[src/rtl/rgb_pwm_mux_ctrl.sv]
// rgb_pwm_mux_ctrl: per-channel selectable enable gating a glitch-free PWM.
// Define RGB_PWM_SYNC_IN_EN to put 2-flop synchronisers on sel and mux_inp.
module rgb_pwm_mux_ctrl #(
  parameter int CH       = 3,
  parameter int SEL_W    = 2,
  parameter int PWM_W    = 8,
  parameter int PRESCALE = 1
) (
  input  logic                                clk,
  input  logic                                rst,
  input  logic [SEL_W-1:0]                    sel,
  input  logic [CH*(2**SEL_W)-1:0]            mux_inp,
  input  logic                                duty_wr,
  input  logic [((CH > 1) ? $clog2(CH) : 1)-1:0] duty_ch,
  input  logic [PWM_W-1:0]                    duty_val,
  output logic [CH-1:0]                       led_out,
  output logic                                period_tick
);
  localparam int N    = 2**SEL_W;
  localparam int CH_W = (CH > 1) ? $clog2(CH) : 1;
  localparam int PS_W = (PRESCALE > 1) ? $clog2(PRESCALE) : 1;
  logic [PS_W-1:0]    ps;
  logic [PWM_W-1:0]   cnt;
  logic               tick, wrap, wr_ok;
  logic [SEL_W-1:0]   sel_s;
  logic [CH*N-1:0]    mux_s;
  assign tick  = ps == PS_W'(PRESCALE - 1);
  assign wrap  = tick && cnt == '1;
  assign wr_ok = duty_wr && ({1'b0, duty_ch} < (CH_W + 1)'(CH));
  always_ff @(posedge clk) begin
    if (rst) begin
      ps          <= '0;
      cnt         <= '0;
      period_tick <= 1'b0;
    end else begin
      ps          <= tick ? '0 : ps + 1'b1;
      cnt         <= cnt + PWM_W'(tick);
      period_tick <= wrap;
    end
  end
`ifdef RGB_PWM_SYNC_IN_EN
  logic [SEL_W-1:0] sel_m;
  logic [CH*N-1:0]  mux_m;
  always_ff @(posedge clk) begin
    if (rst) begin
      sel_m <= '0;
      sel_s <= '0;
      mux_m <= '0;
      mux_s <= '0;
    end else begin
      sel_m <= sel;
      sel_s <= sel_m;
      mux_m <= mux_inp;
      mux_s <= mux_m;
    end
  end
`else
  assign sel_s = sel;
  assign mux_s = mux_inp;
`endif
  for (genvar c = 0; c < CH; c++) begin : g_ch
    logic [PWM_W-1:0] shadow, active;
    logic [N-1:0]     cand;
    logic             hit, led_q;
    assign cand       = mux_s[c*N +: N];
    assign hit        = wr_ok && duty_ch == CH_W'(c);
    assign led_out[c] = led_q;
    // a write landing on the wrap edge bypasses the shadow so the new period uses it
    always_ff @(posedge clk) begin
      if (rst) begin
        shadow <= '0;
        active <= '0;
        led_q  <= 1'b0;
      end else begin
        if (hit) shadow <= duty_val;
        if (wrap) active <= hit ? duty_val : shadow;
        led_q <= cand[sel_s] && cnt < active;
      end
    end
  end
endmodule
[config.mk]
export PLATFORM = sky130hd
export DESIGN_NAME = rgb_pwm_mux_ctrl
export DESIGN_NICKNAME = d
export VERILOG_FILES = /design/src/rtl/rgb_pwm_mux_ctrl.sv
export SDC_FILE = /design/constraint.sdc
export NUM_CORES = 1
export LEC_CHECK = 0
export CAP_MARGIN = 40
export CORE_MARGIN = 3
export CORE_UTILIZATION = 50
export CTS_CLUSTER_DIAMETER = 60
export DETAILED_ROUTE_END_ITERATION = 12
export PLACE_DENSITY = 0.78
export SYNTH_ARGS = -nofsm -noshare
export SYNTH_HDL_FRONTEND = slang
export SYNTH_SLANG_ARGS = --single-unit
[constraint.sdc]
create_clock -name clk -period 1.3 [get_ports clk]
set_input_delay 0.195 -clock clk [delete_from_list [all_inputs] [get_ports clk]]
set_output_delay 0.195 -clock clk [all_outputs]
set_load 0.02 [all_outputs]
==> run_results.csv, run 1 <==
group,metric,value,unit
setup_path,cp_max_fo,2,
setup_path,slowest_delay,410,ps
power,power.total,4130,uW
drt,drtPass1Iterations,4,
min_path,hp-class,"in -> reg",
final_layout,fin_nets,401,
drt,drtAntennaViolNets,0,
min_path,hp-start,"rst",
min_path,holdPathStages,4,
placement,gp_congestion,0.756,
clock_tree,clock_latency,350,ps
synth,muxShareOfSynthArea,0.106,
setup_path,r2r_slack,-160,ps
synth,synthAdderAreaFrac,0.0989,
synth,yosysSeqAreaShare,0.420,
synth,synth_cell_types,33,
synth,synth_top_family_by_area,"compound AO/OA/AOI/OAI gates",
floorplanning,start_util,0.522,
drt,wire_per_inst,18.6,um
clock_tree,cts-root-buf,"clkbuf_8",
placement,portBuffers,30,
global_routing,grt_pass1_wl,10100,um
synth,ys.flop_type,"dfxtp_1",
placement,pre_cts_ws,-364,ps
global_routing,grt_pass1_vias,2242,
global_routing,grt_max_degree,41,
final_layout,drive_gt1_frac,0.416,
setup_path,rr_startpoint,"g_ch[0].active[4]",
drt,finalWirelength,7980,um
global_routing,grt_overflow,0,
setup_path,reg2regPathDepth,6,
setup_path,cp.buffers_inverters,1,
synth,synth-xor-area-share,0.0120,
sta,drv_slew,0,
synth,ys_ff_latch,61,
synth,postSynthCellCount,287,
sta,setup_viol,27,
status,violations,"negative setup slack",
floorplanning,die_area,6770,um2
setup_path,cp_cell_sequence,"inv_1 > ha_1 > a211o_1 > a21oi_1 > o21ai_1 > a41oi_2",
setup_path,cp_top_family,"compound AO/OA/AOI/OAI gates",
status,status,"complete, but fails checks",
drt,drt_iter0_drc,95,
final_layout,area_growth,43.1,%
power,p_per_area,992,nW/um2
floorplanning,io_pins,31,
clock_tree,path_clk_slew,70,ps
clock_tree,cts_tree,"done",
setup_path,crit_type,"reg -> reg",
clock_tree,clock_sinks,61,
drt,viasPerCell,5.59,
power,vdd_drop_max,0.727,mV
synth,synth-async-reset-ratio,0,
global_routing,antenna_found_initial,0,
sta,fin_crit_sh,1.12,
power,p_leak,0.00170,uW
synth,synth.most_common_cell,"dfxtp_1",
synth,synth-simple-area-share,0.132,
floorplanning,std_cell_rows,27,
sta,grt_setup_unrepaired,"yes",
synth,yosysWarnings,0,
run,max_cap_viol_count,0,
synth,synth-edff-count,0,
sta,hold_violations,0,
setup_path,worstSetupStartpointType,"register",
setup_path,cp_slowest_cell,"dfxtp_1",
floorplanning,die_w,82.3,um
clock_tree,holdBufCountCts,0,
synth,synth_top_area_cell,"dfxtp_1",
setup_path,r2r_end,"g_ch[0].led_q",
synth,netlist_area,2910,um2
drt,drcViolationCount,0,
drt,vias,2392,
final_layout,antennaDiodeCount,0,
setup_path,critPathRequiredTime,1580,ps
clock_tree,cts_buffers,9,
floorplanning,coreArea,5570,um2
sta,min_period,1460,ps
global_routing,grtUsageTotal,0.202,
sta,skew,11.6,ps
synth,synth_nets,337,
synth,avgSynthCellArea,10.1,um2
synth,synth_compound_area_frac,0.157,
synth,synth_top_area_share,0.420,
setup_path,end_kind,"register",
sta,finalWorstSetupSlack,-159,ps
setup_path,arrival,1740,ps
clock_tree,cts-htree-levels,3,
min_path,whs_endpoint,"g_ch[2].led_q",
floorplanning,die-height,82.3,um
placement,hpwl,4230,um
clock_tree,clockBufferDepth,2,
synth,synth.top_cells.by_area,"dfxtp_1 42%, a211oi_2 10%, ha_1 9.9%",
sta,fmax,686,MHz
synth,synth_common_cells,"61 x dfxtp_1, 52 x nor2_1, 24 x a211oi_2, 24 x mux2i_1, 23 x ha_1",
==> tightest hold or removal path: cells and delay by family <==
kind / cells / cell delay [ps]
AO/OA/AOI/OAI: 2 / 90
buffers and inverters: 1 / 180
AND/OR/NAND/NOR: 1 / 90
==> flip-flops by register name, indices dropped and copies added (netlist names) <==
name	flops
cnt	8
g_ch.active	24
g_ch.led_q	3
g_ch.shadow	24
period_tick	1
ps	1
==> layer usage <==
metal	track usage	wire length (um)	up-vias
li1	-	-	1119
met5	0	0	-
met4	0.0947	262	0
met2	0.362	4050	81
met1	0.226	3210	1161
met3	0.0456	452	31
==> placed cells by master (no fill, tap or decap), types with 2 or more instances in the layout <==
cell / instances
dfxtp_1: 47
nor2_1: 31
a211oi_2: 26
clkdlybuf4s50_1: 25
inv_1: 20
buf_4: 20
ha_1: 19
mux2i_1: 18
nor2_4: 12
buf_6: 12
clkbuf_8: 10
dfxtp_2: 10
nor2_2: 9
nand2_1: 8
nand2b_1: 6
o21ai_0: 5
a21oi_1: 5
clkbuf_16: 5
dfxtp_4: 4
dlygate4sd2_1: 4
buf_12: 4
mux2i_4: 3
nand3b_1: 3
mux2i_2: 3
xor2_1: 3
a21oi_2: 3
a211o_1: 3
mux4_2: 3
a41oi_2: 3
inv_2: 2
nand3_1: 2
nor2b_1: 2
o21ai_2: 2
ha_2: 2
ha_4: 2
clkinv_2: 2
==> cell type report <==
class                           instances  area [um2]
Inverter                               22        82.6
Timing Repair Buffer                   71         783
Tap cell                               72        90.1
Fill cell                             357        1410
Multi-Input combinational cell        186        1740
Clock inverter                          5        56.3
Sequential cell                        61        1250
Clock buffer                           11         163
==> power breakdown <==
| group | internal (uW) | switching, uW | total [uW] |
|---|---|---|---|
| logic | 188 | 173 | 361 |
| registers | 1900 | 19.1 | 1920 |
| clock network | 1050 | 800 | 1850 |
==> cell families (layout without fill, tap and decap cells) <==
group,after synthesis,in the layout
XOR/XNOR,4,4
other,1,1
flip-flops,61,61
adder cells (fa/ha/maj),23,23
AO/OA/AOI/OAI,49,49
AND/OR/NAND/NOR,82,82
multiplexers,27,27
buffers and inverters,40,109
==> how the worst max path moves through the flow <==
stage | endpoint | start | depth (start not counted)
floorplan | g_ch[0].led_q | cnt[5] | 5
global route | g_ch[0].led_q | g_ch[0].active[4] | 6
global placement | g_ch[0].active[1] | duty_wr | 5
CTS | g_ch[0].led_q | cnt[5] | 5
detailed placement | g_ch[0].active[1] | duty_wr | 5
finish | g_ch[0].led_q | g_ch[0].active[4] | 6
==> repair_timing <==
item / CTS / global route
setup endpoints to repair: 32 / 36
hold endpoints to repair: 0 / 0
pin swaps: 5 / 24
buffers inserted: 2 / 2
resized for setup: 17 / 74
gates cloned: 1 / 6
==> per-stage QoR <==
step	std cells	hold WS, ps	cell area, um2	utilization	setup TNS [ps]
6_report	428	244	4160	0.747	-1590
3_3_place_gp	401	429	3460	0.620	-11070
2_1_floorplan	287	376	2930	-	-8.17
5_1_grt	428	253	4160	0.747	-3330
3_5_place_dp	401	429	3460	0.620	-12230
4_1_cts	420	198	3740	0.671	-1730
Power figures use the tool's default switching activity.
==> inputs of run 2 (changes only) <==
--- a/config.mk
+++ b/config.mk
@@ -6,7 +6,6 @@
 export NUM_CORES = 1
 export LEC_CHECK = 0
 export CAP_MARGIN = 40
-export CORE_MARGIN = 3
 export CORE_UTILIZATION = 50
 export CTS_CLUSTER_DIAMETER = 60
 export DETAILED_ROUTE_END_ITERATION = 12
==> run_results.csv, run 2 (same netlist as run 1, synthesis figures left out) <==
group,metric,value,unit
sta,setup_viol,28,
sta,fmax,663,MHz
drt,finalWirelength,8430,um
global_routing,antenna_found_initial,0,
placement,post_dp_cell_area,3380,um2
global_routing,grt_overflow,0,
drt,vias,2430,
placement,gp_congestion,0.835,
setup_path,end_kind,"register",
final_layout,most-common-layout-cells,"48 x dfxtp_1, 31 x nor2_1, 25 x a211oi_2, 25 x clkdlybuf4s50_1, 23 x mux2i_1",
status,status,"complete, but fails checks",
final_layout,reg.largest.list,"g_ch.active x24, g_ch.shadow x24, cnt x8",
global_routing,grt_pass1_vias,2534,
clock_tree,clockBufferDepth,2,
clock_tree,cts-root-buf,"clkbuf_8",
floorplanning,std_cell_rows,27,
power,power.total,3930,uW
final_layout,layout_commonest_cell,"dfxtp_1",
global_routing,grt_max_degree,45,
sta,hold_violations,0,
floorplanning,io_pins,31,
global_routing,grtUsageTotal,0.278,
clock_tree,cts-htree-levels,3,
placement,hpwl,4350,um
drt,drtPass1Iterations,4,
power,p_per_area,974,nW/um2
power,p_leak,0.00163,uW
min_path,hp-class,"in -> reg",
floorplanning,coreArea,5540,um2
floorplanning,die_w,78.3,um
floorplanning,start_util,0.525,
drt,wire_per_inst,20.0,um
sta,finalWorstSetupSlack,-208,ps
setup_path,cp_max_fo,2,
sta,grt_setup_unrepaired,"yes",
clock_tree,cts_tree,"done",
floorplanning,die-height,78.3,um
sta,fin_crit_sh,1.16,
clock_tree,path_clk_slew,70,ps
final_layout,fin_nets,395,
sta,setup-tns-final,-2920,ps
status,violations,"negative setup slack",
final_layout,area_growth,38.8,%
final_layout,drive_gt1_frac,0.369,
power,vdd_drop_max,0.878,mV
final_layout,final_cells,422,
setup_path,crit_type,"reg -> reg",
setup_path,cp_slowest_cell,"dfxtp_2",
final_layout,nFillCells,383,
drt,drcViolationCount,0,
run,max_cap_viol_count,0,
sta,min_period,1510,ps
placement,dpl.cell_count,390,
clock_tree,cts_buffers,9,
setup_path,arrival,1770,ps
setup_path,worstSetupStartpointType,"register",
final_layout,antennaDiodeCount,0,
placement,portBuffers,30,
setup_path,cp_cell_sequence,"inv_1 > ha_1 > a211o_1 > a21oi_1 > o21ai_1 > a41oi_1",
setup_path,slowest_delay,360,ps
global_routing,grt_pass1_wl,12500,um
clock_tree,clock_sinks,61,
drt,drt_iter0_drc,147,
drt,viasPerCell,5.76,
setup_path,critPathRequiredTime,1560,ps
clock_tree,holdBufCountCts,0,
floorplanning,die_area,6130,um2
placement,pre_cts_ws,-347,ps
clock_tree,clock_latency,350,ps
sta,drv_slew,0,
drt,drtAntennaViolNets,0,
sta,skew,8.23,ps
final_layout,finalInstanceArea,4040,um2
[run 2: cell types whose count changed in the layout (fill, tap and decap cells not counted), moves of 3 or more]
cell and delta:
buf_16 +3, buf_4 -5, buf_6 -4, clkbuf_16 -4, mux2i_1 +5, mux2i_2 -3
nor2_2 +8, nor2_4 -8
[run 2: path summary, 6_finish.rpt]
path	start	end	slack, ps	cells after the start
setup / recovery	g_ch[2].active[5]	g_ch[2].led_q	-210	6
hold / removal	rst	cnt[3]	260	2
setup reg to reg	g_ch[2].active[5]	g_ch[2].led_q	-210	6
hold reg to reg	ps	period_tick	420	1
[run 2: report_power, final]
part,internal (uW),leakage (uW),switching [uW]
logic,175,0.00103,167
clock network,933,0.000101,738
registers,1900,0.000501,18.4
[run 2: critical path, delay by kind of cell, from the launching register on]
family / cells / cell delay (ps)
flops: 1 / 360
compound gates: 4 / 730
buf+inv: 1 / 50
fa+ha+maj: 1 / 280
[run 2: timing repair]
item,4_1_cts,5_1_grt
resized for setup,32,41
endpoints found under the setup margin,32,35
buffers inserted,8,2
gates cloned,6,1
pin swaps,14,14
[run 2: final cells by class]
cell class | instances | area [um2] | area share
clock buffer | 12 | 145 | 0.0360
clock inverter | 4 | 46.3 | 0.0115
inverter | 22 | 82.6 | 0.0205
multi-input combinational | 186 | 1650 | 0.408
sequential | 61 | 1240 | 0.308
tap | 72 | 90.1 | 0.0223
timing repair buffer | 65 | 781 | 0.193
[run 2: layer usage]
layer	vias up	track usage	routed length (um)
met5	-	0	0
met4	0	0.180	496
met3	49	0.0930	552
met2	107	0.481	4210
met1	1162	0.287	3170
li1	1112	-	-
[run 2: metrics by stage]
stage          hold WS, ps  utilization
3_3_place_gp           427        0.609
6_report               262        0.729
2_1_floorplan          376            -
4_1_cts                237        0.701
5_1_grt                263        0.729
3_5_place_dp           430        0.609
==> inputs of run 3 (changes only) <==
--- a/config.mk
+++ b/config.mk
@@ -6,10 +6,14 @@
 export NUM_CORES = 1
 export LEC_CHECK = 0
 export CAP_MARGIN = 40
-export CORE_UTILIZATION = 50
+export CELL_PAD_IN_SITES_DETAIL_PLACEMENT = 0
+export CELL_PAD_IN_SITES_GLOBAL_PLACEMENT = 1
+export CORE_UTILIZATION = 41
+export CTS_BUF_LIST = sky130_fd_sc_hd__clkbuf_2
 export CTS_CLUSTER_DIAMETER = 60
 export DETAILED_ROUTE_END_ITERATION = 12
-export PLACE_DENSITY = 0.78
+export PLACE_DENSITY = 0.8
+export SETUP_SLACK_MARGIN = 0.05
 export SYNTH_ARGS = -nofsm -noshare
 export SYNTH_HDL_FRONTEND = slang
 export SYNTH_SLANG_ARGS = --single-unit
==> run_results.csv, run 3 (same netlist as run 1, synthesis figures left out) <==
group,metric,value,unit
final_layout,layout_commonest_cell,"dfxtp_1",
drt,drtAntennaViolNets,0,
setup_path,crit_type,"reg -> reg",
placement,gp_congestion,0.745,
power,power.switching,888,uW
floorplanning,coreArea,6830,um2
final_layout,fin_nets,394,
global_routing,grtUsageMet1,0.214,
sta,grt_setup_unrepaired,"yes",
global_routing,grt_pass1_vias,2112,
setup_path,arrival,1810,ps
power,vdd_drop_max,0.801,mV
sta,finalWorstSetupSlack,-85.2,ps
drt,viasPerCell,4.92,
sta,fin_crit_sh,1.07,
final_layout,nFillCells,622,
sta,fmax,722,MHz
global_routing,grt_pass1_wl,9820,um
power,combPwrFrac,0.087,
clock_tree,clockBufferDepth,2,
power,p_leak,0.00157,uW
clock_tree,cts_buffers,9,
setup_path,cp_top_family,"compound AO/OA/AOI/OAI gates",
setup_path,cp_max_fo,6,
drt,drcViolationCount,0,
sta,skew,19.9,ps
power,power.total,3810,uW
run,max_cap_viol_count,0,
sta,min_period,1390,ps
setup_path,worstSetupStartpointType,"register",
final_layout,final_cells,445,
final_layout,finalInstanceArea,3900,um2
global_routing,met2_usage,0.293,
floorplanning,io_pins,31,
placement,hpwl,4170,um
drt,drt_iter0_drc,43,
sta,drv_slew,0,
sta,hold_violations,0,
final_layout,drive_gt1_frac,0.358,
drt,vias,2188,
final_layout,most-common-layout-cells,"46 x dfxtp_1, 45 x nor2_1, 25 x a211oi_2, 25 x clkdlybuf4s50_1, 24 x mux2i_1",
power,clkPwrFrac,0.409,
sta,setup-tns-final,-1430,ps
power,internal_power,2920,uW
clock_tree,clock_latency,490,ps
clock_tree,clock_sinks,61,
placement,post_dp_cell_area,3460,um2
setup_path,cp_slowest_cell,"dfxtp_2",
power,sw_frac_of_total,0.233,
final_layout,final_core_util,0.571,
clock_tree,path_clk_slew,180,ps
drt,wire_per_inst,14.3,um
setup_path,cp.buffers_inverters,1,
floorplanning,std_cell_rows,30,
setup_path,critPathRequiredTime,1720,ps
status,violations,"negative setup slack",
drt,finalWirelength,6360,um
global_routing,grt_overflow,0,
clock_tree,cts-htree-levels,3,
global_routing,grtUsageTotal,0.176,
power,p_per_area,977,nW/um2
floorplanning,start_util,0.426,
setup_path,cp_cell_sequence,"buf_12 > ha_1 > a211oi_1 > nand2_1 > a41oi_1",
floorplanning,die-height,86.2,um
clock_tree,cts_tree,"done",
placement,portBuffers,30,
status,status,"complete, but fails checks",
min_path,hp-class,"in -> reg",
sta,setup_viol,25,
final_layout,area_growth,34.0,%
setup_path,end_kind,"register",
floorplanning,die_w,86.2,um
placement,dpl.cell_count,415,
final_layout,reg.largest.list,"g_ch.active x24, g_ch.shadow x24, cnt x8",
global_routing,grt_max_degree,37,
final_layout,antennaDiodeCount,0,
floorplanning,die_area,7440,um2
global_routing,antenna_found_initial,0,
drt,drtPass1Iterations,4,
clock_tree,holdBufCountCts,0,
setup_path,slowest_delay,370,ps
global_routing,grt-busiest-layer,"met2",
power,seqPwrFrac,0.505,
global_routing,grtUsageMet3,0.0610,
clock_tree,cts-root-buf,"clkbuf_2",
run 3: changes by cell type in the layout (fill, tap and decap cells not counted), moves of 4 or more:
cell           change
buf_4              +7
clkbuf_2          +10
clkbuf_8          -10
dlygate4sd2_1      -4
nor2_1            +14
nor2_2            -13
run 3: stage by stage:
stage | hold slack, ps | setup slack, ps
final | 84.7 | -85.2
after global routing | 56.4 | -159
after CTS | 37.2 | -98.4
after detailed placement | 442 | -320
after global placement | 433 | -279
after floorplan | 376 | 38.2
run 3: power groups by stage:
stage               clock [uW]  combinational [uW]  sequential (uW)
floorplan                    0                 173             1960
global placement             0                 326             1960
detailed placement           0                 327             1960
CTS                       1610                 331             1920
global route              1680                 360             1930
finish                    1560                 330             1920
run 3: path summary, 6_finish.rpt:
path / startpoint / endpoint / slack [ps] / cells past startpoint
worst min register to register: ps / period_tick / 430 / 1
worst min-delay path: rst / cnt[4] / 80 / 2
worst max-delay path: cnt[7] / g_ch[2].led_q / -90 / 5
worst max register to register: cnt[7] / g_ch[2].led_q / -90 / 5
run 3: final cells by class:
| class | count | area [um2] | area share |
|---|---|---|---|
| multi-input cells | 186 | 1620 | 0.416 |
| flip-flops and latches | 61 | 1240 | 0.319 |
| repair buffers | 64 | 669 | 0.172 |
| well taps | 96 | 120 | 0.0308 |
| clock inverters | 6 | 110 | 0.0283 |
| inverters | 22 | 82.6 | 0.0212 |
| clock buffers | 10 | 50.0 | 0.0128 |
run 3: worst register-to-register path: cells and delay by family, from the launching register on:
family	cells	cell delay [ps]
adders and majority gates	1	310
AOI/OAI and AO/OA	2	430
DFF	1	370
buffers and inverters	1	130
and+or+nand+nor	1	90
run 3: repair_timing:
action	4_1_cts	5_1_grt
cloned	1	3
setup buffers	4	6
setup endpoints to repair	34	31
gates resized for setup	28	30
pin swaps	4	14
run 3: metal layers:
metal  part of all wire  vias to the layer above
met5                  0                        -
met2               0.49                       38
li1                   -                     1103
met4              0.012                        0
met3              0.037                        7
met1               0.46                     1040
